`src/rtl/ysyx_23060187_pc_gen_pkg.sv`:
```
// Shared types and constants for the NPC program-counter unit:
// FSM states, branch funct3 codes, sequential step and a saturating counter helper.
package ysyx_23060187_pc_pkg;

    typedef enum logic [1:0] {
        BOOT      = 2'd0,
        RUN       = 2'd1,
        WAIT_TRAP = 2'd2,
        HALT      = 2'd3
    } pc_state_e;

    localparam logic [2:0] F3_BEQ  = 3'b000;
    localparam logic [2:0] F3_BNE  = 3'b001;
    localparam logic [2:0] F3_BLT  = 3'b100;
    localparam logic [2:0] F3_BGE  = 3'b101;
    localparam logic [2:0] F3_BLTU = 3'b110;
    localparam logic [2:0] F3_BGEU = 3'b111;

    localparam int unsigned PC_STEP = 4;

    function automatic logic [31:0] sat_inc32(input logic [31:0] v);
        return (v == '1) ? v : v + 32'd1;
    endfunction

endpackage

```
`src/rtl/ysyx_23060187_pc_gen_if.sv`:
```
// Fetch-side handshake between the PC generator (master) and the IFU (slave).
interface ysyx_23060187_pc_gen_if #(
    parameter int XLEN = 32
);
    logic            pc_valid;
    logic            pc_ready;
    logic [XLEN-1:0] pc_out;
    logic            redirect;

    modport master (output pc_valid, pc_out, redirect, input pc_ready);
    modport slave  (input  pc_valid, pc_out, redirect, output pc_ready);
endinterface

```
`src/rtl/ysyx_23060187_pc_gen_br_cmp.sv`:
```
// Combinational branch-condition resolver: funct3 selects eq / signed lt / unsigned lt.
module ysyx_23060187_br_cmp
    import ysyx_23060187_pc_pkg::*;
#(
    parameter int XLEN = 32
) (
    input  logic [2:0]      br_type_i,
    input  logic [XLEN-1:0] src1_i,
    input  logic [XLEN-1:0] src2_i,
    output logic            taken_o
);
    logic eq, lt_s, lt_u;

    assign eq   = (src1_i == src2_i);
    assign lt_s = ($signed(src1_i) < $signed(src2_i));
    assign lt_u = (src1_i < src2_i);

    // NOTE: a default before the case keeps undefined funct3 from inferring a latch.
    always_comb begin
        taken_o = 1'b0;
        case (br_type_i)
            F3_BEQ:  taken_o = eq;
            F3_BNE:  taken_o = !eq;
            F3_BLT:  taken_o = lt_s;
            F3_BGE:  taken_o = !lt_s;
            F3_BLTU: taken_o = lt_u;
            F3_BGEU: taken_o = !lt_u;
            default: taken_o = 1'b0;
        endcase
    end
endmodule

```
`src/rtl/ysyx_23060187_pc_gen.sv`:
```
// Fetch PC generator with JAL/JALR/branch/trap redirects, misalign parking and ebreak halt.
// Define YSYX_23060187_PC_PERF_EN to add saturating redirect/branch performance counters.
module ysyx_23060187_pc_gen
    import ysyx_23060187_pc_pkg::*;
#(
    parameter int              XLEN         = 32,
    parameter logic [XLEN-1:0] RESET_VECTOR = XLEN'(32'h8000_0000),
    parameter int              IALIGN_BITS  = 2
) (
    input  logic                   clk,
    input  logic                   rst_n,
    ysyx_23060187_pc_gen_if.master fetch,
    input  logic                   ex_valid,
    input  logic                   ex_jal,
    input  logic                   ex_jalr,
    input  logic                   ex_br,
    input  logic [2:0]             ex_br_type,
    input  logic [XLEN-1:0]        ex_pc,
    input  logic [XLEN-1:0]        ex_src1,
    input  logic [XLEN-1:0]        ex_src2,
    input  logic [XLEN-1:0]        ex_imm,
    input  logic                   trap_valid,
    input  logic [XLEN-1:0]        trap_target,
    input  logic                   halt_req,
    output logic                   misalign,
    output logic [XLEN-1:0]        misalign_addr
`ifdef YSYX_23060187_PC_PERF_EN
    ,
    output logic [31:0]            perf_redirects,
    output logic [31:0]            perf_br_taken,
    output logic [31:0]            perf_br_not_taken
`endif
);
    pc_state_e       state_q, state_d;
    logic [XLEN-1:0] pc_q, pc_d, misalign_addr_q, misalign_addr_d;
    logic            redirect_q, redirect_d, misalign_q, misalign_d;
    logic            br_taken, ex_taken, ex_misaligned;
    logic [XLEN-1:0] jalr_sum, ex_target;

    ysyx_23060187_br_cmp #(.XLEN(XLEN)) u_br_cmp (
        .br_type_i (ex_br_type),
        .src1_i    (ex_src1),
        .src2_i    (ex_src2),
        .taken_o   (br_taken)
    );

    // JALR wins over JAL, JAL over branch if the decoder ever asserts more than one.
    assign jalr_sum      = ex_src1 + ex_imm;
    assign ex_target     = ex_jalr ? (jalr_sum & ~XLEN'(1)) : (ex_pc + ex_imm);
    assign ex_taken      = ex_valid & (ex_jalr | ex_jal | (ex_br & br_taken));
    assign ex_misaligned = |ex_target[IALIGN_BITS-1:0];

    always_comb begin
        state_d         = state_q;
        pc_d            = pc_q;
        misalign_addr_d = misalign_addr_q;
        redirect_d      = 1'b0;
        misalign_d      = 1'b0;
        unique case (state_q)
            BOOT: state_d = RUN;
            RUN: begin
                if (halt_req) begin
                    state_d = HALT;
                end else if (trap_valid) begin
                    pc_d       = trap_target;
                    redirect_d = 1'b1;
                end else if (ex_taken) begin
                    if (ex_misaligned) begin
                        misalign_d      = 1'b1;
                        misalign_addr_d = ex_target;
                        state_d         = WAIT_TRAP;
                    end else begin
                        pc_d       = ex_target;
                        redirect_d = 1'b1;
                    end
                end else if (fetch.pc_ready) begin
                    pc_d = pc_q + XLEN'(PC_STEP);
                end
            end
            WAIT_TRAP: begin
                if (halt_req) begin
                    state_d = HALT;
                end else if (trap_valid) begin
                    pc_d       = trap_target;
                    redirect_d = 1'b1;
                    state_d    = RUN;
                end
            end
            HALT: ;
        endcase
    end

    // NOTE: sequential state uses non-blocking assignments so every register samples pre-edge values.
    always_ff @(posedge clk or negedge rst_n) begin
        if (!rst_n) begin
            state_q         <= BOOT;
            pc_q            <= RESET_VECTOR;
            misalign_addr_q <= '0;
            redirect_q      <= 1'b0;
            misalign_q      <= 1'b0;
        end else begin
            state_q         <= state_d;
            pc_q            <= pc_d;
            misalign_addr_q <= misalign_addr_d;
            redirect_q      <= redirect_d;
            misalign_q      <= misalign_d;
        end
    end

    assign fetch.pc_valid = (state_q == RUN);
    assign fetch.pc_out   = pc_q;
    assign fetch.redirect = redirect_q;
    assign misalign       = misalign_q;
    assign misalign_addr  = misalign_addr_q;

`ifdef YSYX_23060187_PC_PERF_EN
    logic        run_free, br_sel, redirect_ev;
    logic [31:0] perf_redirects_q, perf_br_taken_q, perf_br_not_taken_q;

    // Events count only when nothing of higher priority pre-empts them in RUN.
    assign run_free    = (state_q == RUN) & !halt_req;
    assign redirect_ev = run_free & (trap_valid | (ex_taken & !ex_misaligned));
    assign br_sel      = run_free & !trap_valid & ex_valid & ex_br & !ex_jal & !ex_jalr;

    always_ff @(posedge clk or negedge rst_n) begin
        if (!rst_n) begin
            perf_redirects_q    <= '0;
            perf_br_taken_q     <= '0;
            perf_br_not_taken_q <= '0;
        end else begin
            if (redirect_ev)          perf_redirects_q    <= sat_inc32(perf_redirects_q);
            if (br_sel && br_taken)   perf_br_taken_q     <= sat_inc32(perf_br_taken_q);
            if (br_sel && !br_taken)  perf_br_not_taken_q <= sat_inc32(perf_br_not_taken_q);
        end
    end

    assign perf_redirects    = perf_redirects_q;
    assign perf_br_taken     = perf_br_taken_q;
    assign perf_br_not_taken = perf_br_not_taken_q;
`endif

    ex_onehot_a: assert property (@(posedge clk) disable iff (!rst_n)
        ex_valid |-> $onehot0({ex_jal, ex_jalr, ex_br}));

endmodule

```
`src/flat_wrapper.sv`:
```
// flat-port wrapper written by rule: the top's interface ports become plain ports
module ysyx_23060187_pc_gen_flat import ysyx_23060187_pc_pkg::*;
#(
    parameter int              XLEN         = 32,
    parameter logic [XLEN-1:0] RESET_VECTOR = XLEN'(32'h8000_0000),
    parameter int              IALIGN_BITS  = 2
)
  (clk, rst_n, ex_valid, ex_jal, ex_jalr, ex_br, ex_br_type, ex_pc, ex_src1, ex_src2, ex_imm, trap_valid, trap_target, halt_req, misalign, misalign_addr, fetch_pc_valid, fetch_pc_out, fetch_redirect, fetch_pc_ready);
  ysyx_23060187_pc_gen_if #(.XLEN(XLEN)) fetch_i ();
  input  logic clk;
  input  logic rst_n;
  input  logic ex_valid;
  input  logic ex_jal;
  input  logic ex_jalr;
  input  logic ex_br;
  input  logic [2:0] ex_br_type;
  input  logic [XLEN-1:0] ex_pc;
  input  logic [XLEN-1:0] ex_src1;
  input  logic [XLEN-1:0] ex_src2;
  input  logic [XLEN-1:0] ex_imm;
  input  logic trap_valid;
  input  logic [XLEN-1:0] trap_target;
  input  logic halt_req;
  output logic misalign;
  output logic [XLEN-1:0] misalign_addr;
  output wire logic [$bits(fetch_i.pc_valid)-1:0] fetch_pc_valid;
  output wire logic [$bits(fetch_i.pc_out)-1:0] fetch_pc_out;
  output wire logic [$bits(fetch_i.redirect)-1:0] fetch_redirect;
  input wire logic [$bits(fetch_i.pc_ready)-1:0] fetch_pc_ready;
  assign fetch_pc_valid = fetch_i.pc_valid;
  assign fetch_pc_out = fetch_i.pc_out;
  assign fetch_redirect = fetch_i.redirect;
  assign fetch_i.pc_ready = fetch_pc_ready;
  ysyx_23060187_pc_gen #(.XLEN(XLEN), .RESET_VECTOR(RESET_VECTOR), .IALIGN_BITS(IALIGN_BITS)) u_core (.clk(clk), .rst_n(rst_n), .fetch(fetch_i), .ex_valid(ex_valid), .ex_jal(ex_jal), .ex_jalr(ex_jalr), .ex_br(ex_br), .ex_br_type(ex_br_type), .ex_pc(ex_pc), .ex_src1(ex_src1), .ex_src2(ex_src2), .ex_imm(ex_imm), .trap_valid(trap_valid), .trap_target(trap_target), .halt_req(halt_req), .misalign(misalign), .misalign_addr(misalign_addr));
endmodule
```
`config.mk`:
```
export PLATFORM = sky130hd
export DESIGN_NAME = ysyx_23060187_pc_gen_flat
export DESIGN_NICKNAME = d
export VERILOG_FILES = /design/src/rtl/ysyx_23060187_pc_gen_pkg.sv /design/src/rtl/ysyx_23060187_pc_gen_if.sv /design/src/rtl/ysyx_23060187_pc_gen_br_cmp.sv /design/src/rtl/ysyx_23060187_pc_gen.sv /design/src/flat_wrapper.sv
export SDC_FILE = /design/constraint.sdc
export NUM_CORES = 1
export LEC_CHECK = 0
export CORE_MARGIN = 1.5
export CORE_UTILIZATION = 45
export CTS_CLUSTER_DIAMETER = 50
export DETAILED_ROUTE_END_ITERATION = 16
export GPL_TIMING_DRIVEN = 0
export PLACE_DENSITY = 0.83
export SKIP_LAST_GASP = 1
export SLEW_MARGIN = 20
export SYNTH_ARGS = -nofsm -noshare
export SYNTH_HDL_FRONTEND = slang
export SYNTH_SLANG_ARGS = --single-unit
```
`constraint.sdc`:
```
create_clock -name clk -period 2.2 [get_ports clk]
set_input_delay 0.66 -clock clk [delete_from_list [all_inputs] [get_ports clk]]
set_output_delay 0.66 -clock clk [all_outputs]
set_load 0.02 [all_outputs]
```
# Yosys cells after proc, flatten, opt, wreduce, memory -nomap -nowiden
# Index checks and enable logic that the tools add are counted.
[word_totals]
ff_bits = 68
input_bits = 172
output_inout_bits = 67
word_cells = 73
[classes]
n_addsub = 3
order_cmp = 2
n_eq_ne = 17
muxes = 29
n_bitwise = 6
n_reduce_logical = 11
[op_table]
columns = ["cell", "count"]
rows = [
  ["$mux W32", 8],
  ["$add A32 B32 Y32", 2],
  ["$lt A32 B32 Y1", 2],
  ["$pmux W32 S2", 1],
  ["$add A32 B3 Y32 const B", 1],
  ["$eq A32 B32 Y1", 1],
  ["$eq A3 B3 Y1 const B", 4],
  ["$mux W2", 6],
  ["$mux W1", 11],
  ["$reduce_and A5 Y1", 2],
  ["$ne A2 B2 Y1 const B", 3],
  ["$ne A3 B2 Y1 const B", 2],
  ["$ne A3 B3 Y1 const B", 2],
  ["$pmux W1 S6", 1],
  ["$pmux W2 S3", 1],
  ["$reduce_and A6 Y1", 1],
  ["$ne A4 B2 Y1 const B", 1],
  ["$ne A4 B4 Y1 const B", 1],
  ["$eq A3 B1 Y1 const B", 1],
  ["$logic_not A1 Y1", 3],
  ["$logic_not A3 Y1", 1],
  ["$reduce_bool A3 Y1", 1],
  ["$and A1 B1 Y1", 2],
  ["$eq A2 B1 Y1 const B", 1],
  ["7 further kinds", 9],
]

# Longest topological paths before layout
# Gate-level depths: netlist (run 1).
[depth]
ltp_word = 10
depth_mapped = 15
ltp_nobuf = 13

# By module
# A second synthesis (run 1) with hierarchy kept.
[hier_totals]
hier_cells = 1097
area_unflattened_um2 = 8383.0
[modules_own_cells]
columns = ["module", "n_inst", "cells_each", "area_each_um2"]
rows = [
  ["ysyx_23060187_pc_gen", 1, 977, 7518.5],
  ["ysyx_23060187_br_cmp", 1, 120, 864.6],
]

# Least setup slack after synthesis (run 1)
# No wires, ideal clock.
[synth_timing]
path_kind = "input to register"
start = "input port ex_src2[19]"
end = "register u_core.pc_q[28] (netlist: u_core.fetch.pc_out[28])"
arrival_time_ns = 3.654
required_ns = 2.073
slack_ns = -1.581
path_stages = 14
n_path_buf = 2
cell_sequence = "inv_1 -> ha_1 -> and2_1 -> a221o_1 -> a211oi_1 -> o31ai_1 -> nor4bb_1 -> o31ai_4 -> and2_1 -> buf_2 -> a221o_2 -> inv_2 -> buf_6 -> mux2_1"
[synth_via]
elab_chain_cells = 10
word_cells_on_any_way = 17
classes_between = "2 x order compare; 3 x eq/ne; 5 x mux; 3 x bitwise; 4 x reduce/logical"
[synth_lines]
columns = ["item", "line", "source"]
rows = [
  ["start, declared", "flat_wrapper.sv:19", "input logic [XLEN-1:0] ex_src2;"],
  ["$lt A32 B32 Y1 (tied with other cells)", "ysyx_23060187_pc_gen_br_cmp.sv:16", "assign lt_u = (src1_i < src2_i);"],
  ["$logic_not A1 Y1 (on tied branches)", "ysyx_23060187_pc_gen_br_cmp.sv:27, ysyx_23060187_pc_gen_br_cmp.sv:23, ysyx_23060187_pc_gen_br_cmp.sv:25", ""],
  ["$pmux W1 S6 (*)", "ysyx_23060187_pc_gen_br_cmp.sv:21", "case (br_type_i)"],
  ["$and A1 B1 Y1 (*)", "ysyx_23060187_pc_gen.sv:50", "assign ex_taken = ex_valid & (ex_jalr | ex_jal | (ex_br & br_taken));"],
  ["$or A1 B1 Y1 (*)", "ysyx_23060187_pc_gen.sv:50", ""],
  ["$and A1 B1 Y1 (*)", "ysyx_23060187_pc_gen.sv:50", ""],
  ["$mux W32", "ysyx_23060187_pc_gen.sv:67", "end else if (ex_taken) begin"],
  ["$mux W32", "ysyx_23060187_pc_gen.sv:64", "end else if (trap_valid) begin"],
  ["$mux W32", "ysyx_23060187_pc_gen.sv:62", "if (halt_req) begin"],
  ["$pmux W32 S2", "ysyx_23060187_pc_gen.sv:59", "unique case (state_q)"],
  ["end signal, assigned", "ysyx_23060187_pc_gen.sv:103", "pc_q <= pc_d;"],
  ["end, declared", "ysyx_23060187_pc_gen.sv:35", "logic [XLEN-1:0] pc_q, pc_d, misalign_addr_q, misalign_addr_d;"],
]
# Mark *: on every way between the ends. The rest lies on a longest branch, timed or not. The select of a mux whose other input is x is not followed.
# A chain may end at the register's enable or synchronous reset.

# Worst setup path in the final report (run 1)
[layout_timing]
start = "input port ex_src1[14]"
end = "register u_core.pc_q[3] (netlist: u_core.fetch.pc_out[3])"
[layout_via]
elab_chain_cells = 10
word_cells_on_any_way = 17
classes_between = "2 x order compare; 3 x eq/ne; 5 x mux; 3 x bitwise; 4 x reduce/logical"
[layout_lines]
columns = ["item", "line", "source"]
rows = [
  ["start, declared", "flat_wrapper.sv:18", "input logic [XLEN-1:0] ex_src1;"],
  ["$lt A32 B32 Y1 (tied with other cells)", "ysyx_23060187_pc_gen_br_cmp.sv:16", ""],
  ["$logic_not A1 Y1 (on tied branches)", "ysyx_23060187_pc_gen_br_cmp.sv:27, ysyx_23060187_pc_gen_br_cmp.sv:23, ysyx_23060187_pc_gen_br_cmp.sv:25", ""],
  ["$pmux W1 S6 (*)", "ysyx_23060187_pc_gen_br_cmp.sv:21", ""],
  ["$and A1 B1 Y1 (*)", "ysyx_23060187_pc_gen.sv:50", ""],
  ["$or A1 B1 Y1 (*)", "ysyx_23060187_pc_gen.sv:50", ""],
  ["$and A1 B1 Y1 (*)", "ysyx_23060187_pc_gen.sv:50", ""],
  ["$mux W32", "ysyx_23060187_pc_gen.sv:67", ""],
  ["$mux W32", "ysyx_23060187_pc_gen.sv:64", ""],
  ["$mux W32", "ysyx_23060187_pc_gen.sv:62", ""],
  ["$pmux W32 S2", "ysyx_23060187_pc_gen.sv:59", ""],
]
# Marks and branches as above.

==> results of run 1 <==
-- final cells by class --
type,instances,area [um2]
Sequential cell,68,1700
Multi-Input combinational cell,860,7340
Fill cell,1240,4560
Clock inverter,5,52.6
Inverter,54,225
Clock buffer,11,243
Buffer,27,220
Tap cell,225,282
Timing Repair Buffer,298,2850
-- registers in the layout, summed over array words and instances (netlist names) --
| name | count |
|---|---|
| u_core.misalign_addr | 32 |
| u_core.state_q | 2 |
| u_core.fetch.redirect | 1 |
| u_core.misalign | 1 |
| u_core.fetch.pc_out | 32 |
-- per-stage QoR --
stage / instance area (um2) / setup WS, ns / total power, mW
floorplan: 8420 / -1.33 / 6.15
global placement: 11100 / -2.55 / 8.58
detailed placement: 11100 / -2.53 / 8.73
CTS: 12400 / -1.35 / 10.9
global route: 12900 / -1.49 / 12.0
finish: 12900 / -1.44 / 11.5
-- cell usage in the layout, fill, tap and decap left out, types with 17 or more instances in the layout --
master / count
sky130_fd_sc_hd__ha_1: 50
sky130_fd_sc_hd__a21o_1: 18
sky130_fd_sc_hd__xor2_1: 27
sky130_fd_sc_hd__o21ai_0: 45
sky130_fd_sc_hd__buf_6: 23
sky130_fd_sc_hd__dfrtp_1: 67
sky130_fd_sc_hd__ha_4: 38
sky130_fd_sc_hd__nand2_1: 98
sky130_fd_sc_hd__mux2i_1: 24
sky130_fd_sc_hd__nor2_1: 63
sky130_fd_sc_hd__clkbuf_1: 17
sky130_fd_sc_hd__dlygate4sd2_1: 28
sky130_fd_sc_hd__nor3_1: 28
sky130_fd_sc_hd__buf_4: 43
sky130_fd_sc_hd__buf_2: 17
sky130_fd_sc_hd__inv_2: 22
sky130_fd_sc_hd__nand3_1: 31
sky130_fd_sc_hd__inv_1: 27
sky130_fd_sc_hd__clkdlybuf4s50_1: 166
sky130_fd_sc_hd__a21oi_2: 17
sky130_fd_sc_hd__mux2_4: 26
sky130_fd_sc_hd__a21oi_1: 54
sky130_fd_sc_hd__xnor2_1: 41
-- what timing repair did --
action,CTS,global route
cloned,4,0
gates resized for setup,325,101
pin swaps,67,52
setup endpoints to repair,69,68
buffers inserted,40,18
-- cells by family (layout without fill, tap and decap cells) --
kind of cell / after synthesis / after routing / share of synthesized area
buffers and inverters: 86 / 395 / 0.0437
multiplexers: 54 / 54 / 0.0706
flip-flops: 68 / 68 / 0.209
adder cells (fa/ha/maj): 99 / 99 / 0.154
AND/OR/NAND/NOR: 341 / 342 / 0.204
XOR/XNOR: 69 / 69 / 0.0743
AO/OA/AOI/OAI: 296 / 296 / 0.244
-- power groups by stage --
stage / sequential [mW] / clock (mW) / combinational [mW]
floorplan: 3.11 / 0 / 3.04
global placement: 2.54 / 0 / 6.04
detailed placement: 2.56 / 0 / 6.17
CTS: 2.58 / 1.44 / 6.84
global route: 2.70 / 1.51 / 7.79
finish: 2.65 / 1.46 / 7.40
-- routing by layer --
layer | track usage | vias to the layer above | part of all wire
met3 | 0.0430 | 137 | 0.084
li1 | - | 4362 | -
met1 | 0.434 | 4603 | 0.40
met5 | 0 | - | 0
met4 | 0.130 | 0 | 0.049
met2 | 0.565 | 662 | 0.47
-- final timing paths --
check	startpoint	endpoint	slack, ns
max	ex_src1[14]	u_core.fetch.pc_out[3]	-1.44
min	rst_n	u_core.fetch.pc_out[7]	0.19
max reg2reg	u_core.fetch.pc_out[2]	u_core.fetch.pc_out[26]	-1.06
min reg2reg	u_core.misalign_addr[29]	u_core.misalign_addr[29]	0.50
max in group asynchronous	rst_n	u_core.fetch.pc_out[31]	1.41
min in group clk	u_core.misalign_addr[29]	u_core.misalign_addr[29]	0.50
-- worst reg2reg max path, stage by stage (launching register included) --
cell	delay [ns]
sky130_fd_sc_hd__dfrtp_1	0.46
sky130_fd_sc_hd__ha_1	0.28
sky130_fd_sc_hd__nand2_1	0.10
sky130_fd_sc_hd__nor4_1	0.75
sky130_fd_sc_hd__and3_1	0.38
sky130_fd_sc_hd__nand3_1	0.19
sky130_fd_sc_hd__nor2_1	0.16
sky130_fd_sc_hd__xnor2_1	0.18
sky130_fd_sc_hd__nand3_1	0.16
sky130_fd_sc_hd__o21ai_0	0.11
sky130_fd_sc_hd__o21ai_0	0.11
sky130_fd_sc_hd__mux2_4	0.28
==> summary.txt, run 1 <==
Timing
  • Clock period minus worst slack: 3.64 ns
  • Least setup slack across all paths after layout: -1.44 ns
  • Fmax: 275 MHz
  • RSZ-0062 raised after global routing: yes
  • Max Clock Skew: 0.00821 ns
  • Final Cycle Share: 1.65
  • Slew headroom: 0.250
  • Pin slew with the least headroom to its limit: 1.11 ns
  • Final Hold Vio Count: 0
  • Count of pins over their slew limit: 0
  • Post-Route Setup TNS: -86.55 ns
  • Post-route worst hold slack: 0.190 ns
  • Setup Viol. Count Final: 68

Placed design
  • Half-perimeter wire length after placement: 23700 um
  • PortBufs: 238
  • Number of placed instances with taps included: 1477
  • Weighted congestion reported at the end of routability-driven placement: 0.917

Clock tree
  • Clock-pin slew on the worst setup and hold paths: 0.06 ns
  • H-tree depth: 3
  • Clock root cell: sky130_fd_sc_hd__clkbuf_16
  • # clock sinks: 68
  • TritonCTS clock tree: done
  • Clock latency on the worst-skew pair: 0.34 ns
  • Post-cts hold buffer count: 0
  • Maximum buffer depth of the clock tree: 2
  • Total CTS buffers: 9

Floorplanning
  • Die span in x: 137 um
  • Count of boundary I/O pins: 239
  • Starting density of the core: 0.466
  • Core Region: 0.0175 mm2
  • Die area: 0.0189 mm2
  • Standard-cell rows: 48
  • Height of the chip: 137 um

Yosys
  • Number of enable-type register cells in the synthesized netlist: 0
  • Distinct cells, synth: 76
  • Synth top area share: 0.206
  • Nets in the synthesized netlist: 1284
  • Share of synthesized registers carrying an async set or reset: 1.00
  • Post-Synthesis Cell Area: 0.00814 mm2
  • Dominant register cell in the synthesized netlist: sky130_fd_sc_hd__dfrtp_1
  • Most common library cells after synthesis: sky130_fd_sc_hd__nand2_1, sky130_fd_sc_hd__ha_1, sky130_fd_sc_hd__nor2_1
  • Number of register bits inferred by synthesis: 68
  • Part of the Yosys area used for sequential elements: 0.209
  • Synthesized area per cell: 8.03 um2
  • Largest area contributor in the synthesized netlist: sky130_fd_sc_hd__dfrtp_1
  • Gate count of the mapped netlist: 1013
  • Count of warnings emitted by yosys: 0
  • Largest cells by area after synthesis: sky130_fd_sc_hd__dfrtp_1, sky130_fd_sc_hd__ha_1, sky130_fd_sc_hd__nand2_1, sky130_fd_sc_hd__a21oi_1, sky130_fd_sc_hd__xnor2_1
  • Leading cell type by number of instances after synthesis: sky130_fd_sc_hd__nand2_1

Detailed routing
  • Number of detailed-route iterations in the first pass: 7
  • Iter 0 DRT Violations: 895
  • ANT nets after route: 0
  • Via/cell ratio: 6.31
  • DRC viols: 0
  • Final Routed Wirelength: 33000 um
  • Wire length per cell: 21.3 um
  • Vias post-DR: 9764

Final layout
  • Count of non-filler cells in the finished layout: 1548
  • Final-stage net count: 1589
  • Layout cells sized above 1: 0.257
  • Final design utilization: 0.739
  • Antenna fix cells: 0
  • Area growth from synthesis to layout: 58.7%

Critical path
  • Number of stages on the worst setup path: 14
  • CP Capture Type: register
  • Critical path class: input port to register
  • Worst path required time: 2.42 ns
  • Worst path slowest cell: sky130_fd_sc_hd__a221o_2
  • Peak per-stage delay on the critical path: 0.44 ns
  • CP dominant cell by count: sky130_fd_sc_hd__nand4_1
  • Maximum fanout encountered on the critical timing path: 6
  • Worst-path cell chain: dlygate4sd2_1 -> ha_4 -> nand4_1 -> nor4_2 -> nand4_1 -> xor2_1 -> nor2_2 -> o311ai_4 -> buf_4 -> and2_4 -> a221o_2 -> inv_4 -> buf_12 -> mux2_4
  • Nature of the critical path startpoint: input port
  • Worst path arrival time: 3.86 ns
  • Gate family responsible for the most delay along the worst path: simple AND/OR/NAND/NOR gates
  • Count of buffer and inverter cells on the critical path: 4
  • Depth of the worst register-to-register path: 11

Power and ir drop
  • Highest ir drop seen on vdd: 958 uV
  • Power per cell area: 892 mW/mm2
  • Proportion of power drawn by flip-flops and latches: 0.230
  • Pint: 6.44 mW
  • Net load switching power: 5.08 mW
  • Combinational power share: 0.643
  • Sw Share: 0.441
  • Clock Power Share: 0.127
  • Leakage power summed over all cells: 5.39 nW

Global routing
  • Largest net degree at the start of global routing: 52
  • Total routing resource utilization after global routing: 0.335
  • Global-route wire length before repair: 48600 um
  • Vias in the first global route: 9076
  • Aggregate global routing overflow: 0
  • Antenna violations before repair: 0

Hold path
  • Worst hold-check path type: input port to async pin

Run status
  • Run status: complete, but fails checks
  • Failing checks: setup timing

Run
  • # Max-Cap Violations: 0
Note: power is estimated with default switching activity, not from simulation.
==> inputs of run 2 (changes only) <==
CTS_BUF_LIST = sky130_fd_sc_hd__clkbuf_4 sky130_fd_sc_hd__clkbuf_8 sky130_fd_sc_hd__clkbuf_16   (was not set)
RECOVER_POWER = 50   (was not set)
==> run 2 against run 1 <==
  * The run still ends with setup timing left
  * Global-route usage decreased by 0.17 points
  * Power increased by 0.18%
  * Clock skew about the same
  * Die area unchanged
  * Clock power about the same
  * Largest power group unchanged
==> summary.txt, run 2 (same netlist as run 1, synthesis figures left out) <==
Critical path
  • Worst-path cell chain: buf_6 -> ha_4 -> a21o_1 -> a221o_1 -> a211oi_4 -> o31ai_4 -> buf_12 -> nor4bb_4 -> o31ai_4 -> buf_4 -> and2_4 -> a221o_2 -> buf_6 -> buf_6 -> nand2_1 -> o21ai_0 (was dlygate4sd2_1 -> ha_4 -> nand4_1 -> nor4_2 -> nand4_1 -> xor2_1 -> nor2_2 -> o311ai_4 -> buf_4 -> and2_4 -> a221o_2 -> inv_4 -> buf_12 -> mux2_4)
  • Critical path class: input port to register (unchanged)
  • Critical R2R Capture: u_core.fetch.pc_out[26] (unchanged)
  • Count of buffer and inverter cells on the critical path: 5 (was 4)
  • Gate family responsible for the most delay along the worst path: compound AO/OA/AOI/OAI gates (was simple AND/OR/NAND/NOR gates)
  • Peak per-stage delay on the critical path: 0.44 ns (about the same)
  • Maximum fanout encountered on the critical timing path: 10 (was 6)
  • Reg-to-reg setup timing slack: -1.09 ns (was -1.06 ns)
  • CP dominant cell by count: sky130_fd_sc_hd__buf_6 (was sky130_fd_sc_hd__nand4_1)
  • Nature of the critical path startpoint: input port (unchanged)
  • RR Startpoint: u_core.fetch.pc_out[2] (unchanged)
  • Worst path slowest cell: sky130_fd_sc_hd__a221o_2 (unchanged)
  • Worst path required time: 2.40 ns (was 2.42 ns)
  • Depth of the worst register-to-register path: 11 (unchanged)
  • CP Capture Type: register (unchanged)
  • Worst path arrival time: 3.88 ns (was 3.86 ns)

Global routing
  • Aggregate global routing overflow: 0 (unchanged)
  • Global-route wire length before repair: 48500 um (was 48600 um)
  • Antenna violations before repair: 0 (unchanged)
  • Largest net degree at the start of global routing: 52 (unchanged)
  • Total routing resource utilization after global routing: 0.333 (was 0.335)
  • Vias in the first global route: 9069 (was 9076)

Power and ir drop
  • Pint: 6.44 mW (about the same)
  • Proportion of power drawn by flip-flops and latches: 0.229 (was 0.230)
  • Clock Power Share: 0.128 (was 0.127)
  • Power per cell area: 895 mW/mm2 (was 892 mW/mm2)
  • Highest ir drop seen on vdd: 933 uV (was 958 uV)
  • Total power consumption of the routed design: 11.5 mW (about the same)
  • Leakage power summed over all cells: 5.40 nW (was 5.39 nW)
  • Sw Share: 0.442 (was 0.441)
  • Net load switching power: 5.10 mW (was 5.08 mW)
  • Combinational power share: 0.643 (about the same)

Detailed routing
  • Wire length per cell: 21.4 um (was 21.3 um)
  • Final Routed Wirelength: 33100 um (was 33000 um)
  • Via/cell ratio: 6.33 (was 6.31)
  • DRC viols: 0 (unchanged)
  • Number of detailed-route iterations in the first pass: 8 (was 7)
  • Vias post-DR: 9787 (was 9764)
  • ANT nets after route: 0 (unchanged)
  • Iter 0 DRT Violations: 1075 (was 895)

Floorplanning
  • Standard-cell rows: 48 (unchanged)
  • Core Region: 0.0175 mm2 (unchanged)
  • Die area: 0.0189 mm2 (unchanged)
  • Die span in x: 137 um (unchanged)
  • Starting density of the core: 0.466 (unchanged)
  • Height of the chip: 137 um (unchanged)
  • Count of boundary I/O pins: 239 (unchanged)

Timing
  • Least setup slack across all paths after layout: -1.48 ns (was -1.44 ns)
  • Clock period minus worst slack: 3.68 ns (was 3.64 ns)
  • Setup Viol. Count Final: 68 (unchanged)
  • Final Cycle Share: 1.67 (was 1.65)
  • Pin slew with the least headroom to its limit: 1.12 ns (was 1.11 ns)
  • Fmax: 272 MHz (was 275 MHz)
  • RSZ-0062 raised after global routing: yes (unchanged)
  • Slew headroom: 0.246 (was 0.250)
  • Max Clock Skew: 0.00787 ns (was 0.00821 ns)
  • Count of pins over their slew limit: 0 (unchanged)
  • Final Hold Vio Count: 0 (unchanged)

Run status
  • Run status: complete, but fails checks (unchanged)
  • Failing checks: setup timing (unchanged)

Final layout
  • Most common cell after layout, fill and taps aside: sky130_fd_sc_hd__clkdlybuf4s50_1 (unchanged)
  • Multi-input combinational cell area: 0.00734 mm2 (about the same)
  • Commonest non-fill, non-tap cells in the layout: sky130_fd_sc_hd__clkdlybuf4s50_1, sky130_fd_sc_hd__nand2_1, sky130_fd_sc_hd__nor2_1, sky130_fd_sc_hd__dfrtp_1, sky130_fd_sc_hd__a21oi_1 (was sky130_fd_sc_hd__clkdlybuf4s50_1, sky130_fd_sc_hd__nand2_1, sky130_fd_sc_hd__dfrtp_1)
  • Area taken by flip-flops and latches: 0.00170 mm2 (unchanged)
  • Area growth from synthesis to layout: 58.4% (was 58.7%)
  • Final-stage net count: 1588 (was 1589)
  • Fill count: 1241 (was 1240)
  • Antenna fix cells: 0 (unchanged)
  • Layout cells sized above 1: 0.255 (was 0.257)

Clock tree
  • Total CTS buffers: 9 (unchanged)
  • Clock-pin slew on the worst setup and hold paths: 0.06 ns (about the same)
  • # clock sinks: 68 (unchanged)
  • H-tree depth: 3 (unchanged)
  • TritonCTS clock tree: done (unchanged)
  • Clock latency on the worst-skew pair: 0.34 ns (about the same)
  • Clock root cell: sky130_fd_sc_hd__clkbuf_16 (unchanged)
  • Maximum buffer depth of the clock tree: 2 (unchanged)

Run
  • # Max-Cap Violations: 0 (unchanged)

Placed design
  • PortBufs: 238 (unchanged)
  • Half-perimeter wire length after placement: 23700 um (unchanged)
  • Weighted congestion reported at the end of routability-driven placement: 0.917 (unchanged)
  • Worst slack after detailed placement: -2.53 ns (unchanged)

Hold path
  • Worst hold-check path type: input port to async pin (unchanged)
[run 2: timing repair]
| item | CTS | global route |
|---|---|---|
| hold endpoints to repair | 0 | 0 |
| setup endpoints to repair | 69 | 68 |
| gates resized for setup | 325 | 104 |
| hold buffers | 0 | 0 |
| pin swaps | 67 | 46 |
| setup buffers | 40 | 19 |
| cloned | 4 | 0 |
[run 2: layout make-up]
class                      count  share of cell area
multi-input combinational    860               0.569
timing repair buffer         298               0.220
sequential                    68               0.132
tap                          225              0.0218
clock buffer                  11              0.0191
inverter                      54              0.0173
buffer                        26              0.0162
clock inverter                 5             0.00408
[run 2: metal layers]
layer  vias up  GRT usage  wire length (um)
met4         0      0.137              1620
met5         -          0                 0
met3       154     0.0408              2950
li1       4344          -                 -
met1      4585      0.431             13000
met2       704      0.561             15500
[run 2: how the worst max path moves through the flow]
stage                start                      end  slack [ns]  cells past startpoint
3_3_place_gp   ex_src2[17]  u_core.fetch.pc_out[28]       -2.55                     13
6_report       ex_src1[17]  u_core.fetch.pc_out[16]       -1.48                     16
3_5_place_dp   ex_src2[17]  u_core.fetch.pc_out[28]       -2.53                     13
5_1_grt        ex_src2[17]  u_core.fetch.pc_out[10]       -1.61                     18
4_1_cts        ex_src1[31]  u_core.fetch.pc_out[30]       -1.35                     15
2_1_floorplan  ex_src2[23]  u_core.fetch.pc_out[26]       -1.33                     13
[run 2: stage by stage]
stage | instance area [um2] | util | setup TNS [ns] | hold slack (ns) | instances
2_1_floorplan | 8420 | - | -80.55 | 0.364 | 1013
3_3_place_gp | 11100 | 0.634 | -282.87 | 0.488 | 1476
3_5_place_dp | 11100 | 0.636 | -161.53 | 0.493 | 1477
4_1_cts | 12500 | 0.712 | -83.62 | 0.194 | 1534
5_1_grt | 12900 | 0.738 | -93.98 | 0.518 | 1547
6_report | 12900 | 0.738 | -87.91 | 0.460 | 1547
[run 2: power groups by stage]
stage          logic (mW)  clock network [mW]  registers [mW]
2_1_floorplan        3.04                   0            3.11
3_3_place_gp         6.04                   0            2.54
3_5_place_dp         6.17                   0            2.56
4_1_cts              6.84                1.45            2.58
5_1_grt              7.81                1.51            2.70
6_report             7.42                1.47            2.65
==> inputs of run 3 (changes only) <==
GPL_ROUTABILITY_DRIVEN = 0   (was not set)
==> run 3 against run 2 <==
  * The flow still finishes with violations (setup timing)
  * Non-clock buffer count grew 5
  * Sequential share of layout area shrank 0.16 points
  * Largest cell class unchanged
  * Power grew 7.0%
  * Via count grew 0.76%
  * Global-route usage shrank 0.19 points
  * Combinational power grew 8.1%
  * Critical endpoint is now u_core.fetch.pc_out[19]
  * Worst setup slack gained 0.017 ns
==> summary.txt, run 3 (same netlist as run 1, synthesis figures left out) <==
Critical path
  • Worst path required time: 2.40 ns (about the same)
  • Worst setup path startpoint: ex_src2[23] (was ex_src1[17])
  • Critical R2R Capture: u_core.fetch.pc_out[11] (was u_core.fetch.pc_out[26])
  • Depth of the worst register-to-register path: 7 (was 11)
  • CP Capture Type: register (unchanged)
  • Nature of the critical path startpoint: input port (unchanged)
  • Critical path class: input port to register (unchanged)
  • Worst path arrival time: 3.87 ns (was 3.88 ns)
  • CP Capture Point: u_core.fetch.pc_out[19] (was u_core.fetch.pc_out[16])
  • Maximum fanout encountered on the critical timing path: 7 (was 10)
  • Reg-to-reg setup timing slack: -1.11 ns (was -1.09 ns)
  • RR Startpoint: u_core.state_q[0] (was u_core.fetch.pc_out[2])

Clock tree
  • Clock root cell: sky130_fd_sc_hd__clkbuf_16 (unchanged)
  • Clock latency on the worst-skew pair: 0.35 ns (was 0.34 ns)
  • Total CTS buffers: 9 (unchanged)
  • Maximum buffer depth of the clock tree: 2 (unchanged)
  • # clock sinks: 68 (unchanged)
  • H-tree depth: 3 (unchanged)
  • Clock-pin slew on the worst setup and hold paths: 0.06 ns (about the same)
  • Post-cts hold buffer count: 0 (unchanged)
  • TritonCTS clock tree: done (unchanged)

Power and ir drop
  • Highest ir drop seen on vdd: 1090 uV (was 933 uV)
  • Leakage power summed over all cells: 5.47 nW (was 5.40 nW)
  • Power per cell area: 946 mW/mm2 (was 895 mW/mm2)

Detailed routing
  • Uppermost metal layer occupied by signal nets: met4 (unchanged)
  • Length of routed met3 wiring: 3600 um (was 2950 um)
  • Met2 wirelength from detailed routing: 16100 um (was 15500 um)
  • Vias post-DR: 9861 (was 9787)
  • Iter 0 DRT Violations: 1075 (unchanged)
  • Number of detailed-route iterations in the first pass: 7 (was 8)
  • ANT nets after route: 0 (unchanged)
  • Metal-1 WL: 12900 um (was 13000 um)
  • Via/cell ratio: 6.35 (was 6.33)
  • DRC viols: 0 (unchanged)
  • Final Routed Wirelength: 34400 um (was 33100 um)
  • Wire length per cell: 22.2 um (was 21.4 um)

Final layout
  • Final design utilization: 0.747 (was 0.738)
  • Antenna fix cells: 0 (unchanged)
  • Final-stage net count: 1593 (was 1588)
  • Area growth from synthesis to layout: 60.3% (was 58.4%)
  • Commonest non-fill, non-tap cells in the layout: sky130_fd_sc_hd__clkdlybuf4s50_1, sky130_fd_sc_hd__nand2_1, sky130_fd_sc_hd__dfrtp_1 (was sky130_fd_sc_hd__clkdlybuf4s50_1, sky130_fd_sc_hd__nand2_1, sky130_fd_sc_hd__nor2_1, sky130_fd_sc_hd__dfrtp_1, sky130_fd_sc_hd__a21oi_1)
  • Most common cell after layout, fill and taps aside: sky130_fd_sc_hd__clkdlybuf4s50_1 (unchanged)
  • Layout cells sized above 1: 0.259 (was 0.255)

Timing
  • Count of pins over their slew limit: 0 (unchanged)
  • Clock period minus worst slack: 3.66 ns (was 3.68 ns)
  • Final Cycle Share: 1.67 (about the same)
  • Max Clock Skew: 0.00821 ns (was 0.00787 ns)
  • Pin slew with the least headroom to its limit: 1.31 ns (was 1.12 ns)
  • Least setup slack across all paths after layout: -1.46 ns (was -1.48 ns)
  • Slew headroom: 0.118 (was 0.246)
  • Final Hold Vio Count: 0 (unchanged)
  • Setup Viol. Count Final: 69 (was 68)
  • RSZ-0062 raised after global routing: yes (unchanged)
  • Fmax: 273 MHz (was 272 MHz)

Placed design
  • PortBufs: 238 (unchanged)
  • Worst slack after detailed placement: -2.55 ns (was -2.53 ns)
  • Half-perimeter wire length after placement: 23400 um (was 23700 um)

Run status
  • Failing checks: setup timing (unchanged)
  • Run status: complete, but fails checks (unchanged)

Floorplanning
  • Starting density of the core: 0.466 (unchanged)
  • Height of the chip: 137 um (unchanged)
  • Count of boundary I/O pins: 239 (unchanged)
  • Die span in x: 137 um (unchanged)
  • Core Region: 0.0175 mm2 (unchanged)
  • Standard-cell rows: 48 (unchanged)
  • Die area: 0.0189 mm2 (unchanged)

Global routing
  • Vias in the first global route: 9303 (was 9069)
  • Global-route wire length before repair: 48300 um (was 48500 um)
  • Largest net degree at the start of global routing: 47 (was 52)
  • Antenna violations before repair: 0 (unchanged)
  • Aggregate global routing overflow: 0 (unchanged)
  • Total routing resource utilization after global routing: 0.331 (was 0.333)

Hold path
  • Worst hold-check path type: register to register (was input port to async pin)
  • Number of cells traversed by the worst hold path: 1
  • Hold path startpoint: u_core.misalign_addr[29]

Run
  • # Max-Cap Violations: 0 (unchanged)
run 3: how the worst min path moves through the flow:
stage / to
6_report: u_core.misalign_addr[29]
4_1_cts: u_core.fetch.pc_out[7]
5_1_grt: u_core.misalign_addr[29]
3_5_place_dp: u_core.misalign_addr[29]
2_1_floorplan: u_core.fetch.pc_out[0]
3_3_place_gp: u_core.misalign_addr[29]
run 3: metal layers:
layer,GRT usage,vias up
li1,-,4378
met1,0.413,4589
met2,0.572,721
met3,0.0489,173
met4,0.132,0
met5,0,-
run 3: per-stage QoR:
stage | std cells | hold slack (ns) | power (mW) | TNS (ns) | cell area [um2]
2_1_floorplan | 1013 | 0.364 | 6.15 | -80.55 | 8420
3_3_place_gp | 1476 | 0.484 | 8.56 | -280.40 | 11100
3_5_place_dp | 1477 | 0.493 | 8.72 | -162.34 | 11100
4_1_cts | 1538 | 0.224 | 11.0 | -83.88 | 12600
5_1_grt | 1552 | 0.518 | 12.8 | -92.42 | 13000
6_report | 1552 | 0.498 | 12.3 | -89.00 | 13000
run 3: critical path: stages:
cell,delay (ns)
sky130_fd_sc_hd__clkdlybuf4s15_1,0.18
sky130_fd_sc_hd__inv_2,0.05
sky130_fd_sc_hd__ha_4,0.27
sky130_fd_sc_hd__nand3_4,0.06
sky130_fd_sc_hd__nor4_4,0.36
sky130_fd_sc_hd__buf_4,0.17
sky130_fd_sc_hd__nand4_1,0.20
sky130_fd_sc_hd__xor2_1,0.22
sky130_fd_sc_hd__nor2_2,0.08
sky130_fd_sc_hd__o311ai_4,0.45
sky130_fd_sc_hd__a21oi_4,0.11
sky130_fd_sc_hd__a221o_2,0.49
sky130_fd_sc_hd__buf_8,0.19
sky130_fd_sc_hd__buf_8,0.15
sky130_fd_sc_hd__nand2_1,0.09
sky130_fd_sc_hd__o21ai_0,0.12
run 3: timing repair:
item                                    4_1_cts  5_1_grt
gates cloned                                  4        3
endpoints found under the setup margin       69       69
pin swaps                                    60       30
resized for setup                           336       90
buffers inserted                             47       15
run 3: final cells by class:
cell class                 instances  area [um2]
inverter                          54         220
clock buffer                      11         246
timing repair buffer             301        2940
buffer                            28         240
clock inverter                     5        85.1
tap                              225         282
multi-input combinational        860        7340
sequential                        68        1700
fill                            1195        4430
run 3: report_power, final:
group	total [mW]	switching (mW)	internal, mW	leakage, nW
registers	2.68	0.797	1.88	0.811
clock network	1.64	0.597	1.04	0.159
logic	8.02	4.04	3.99	4.50
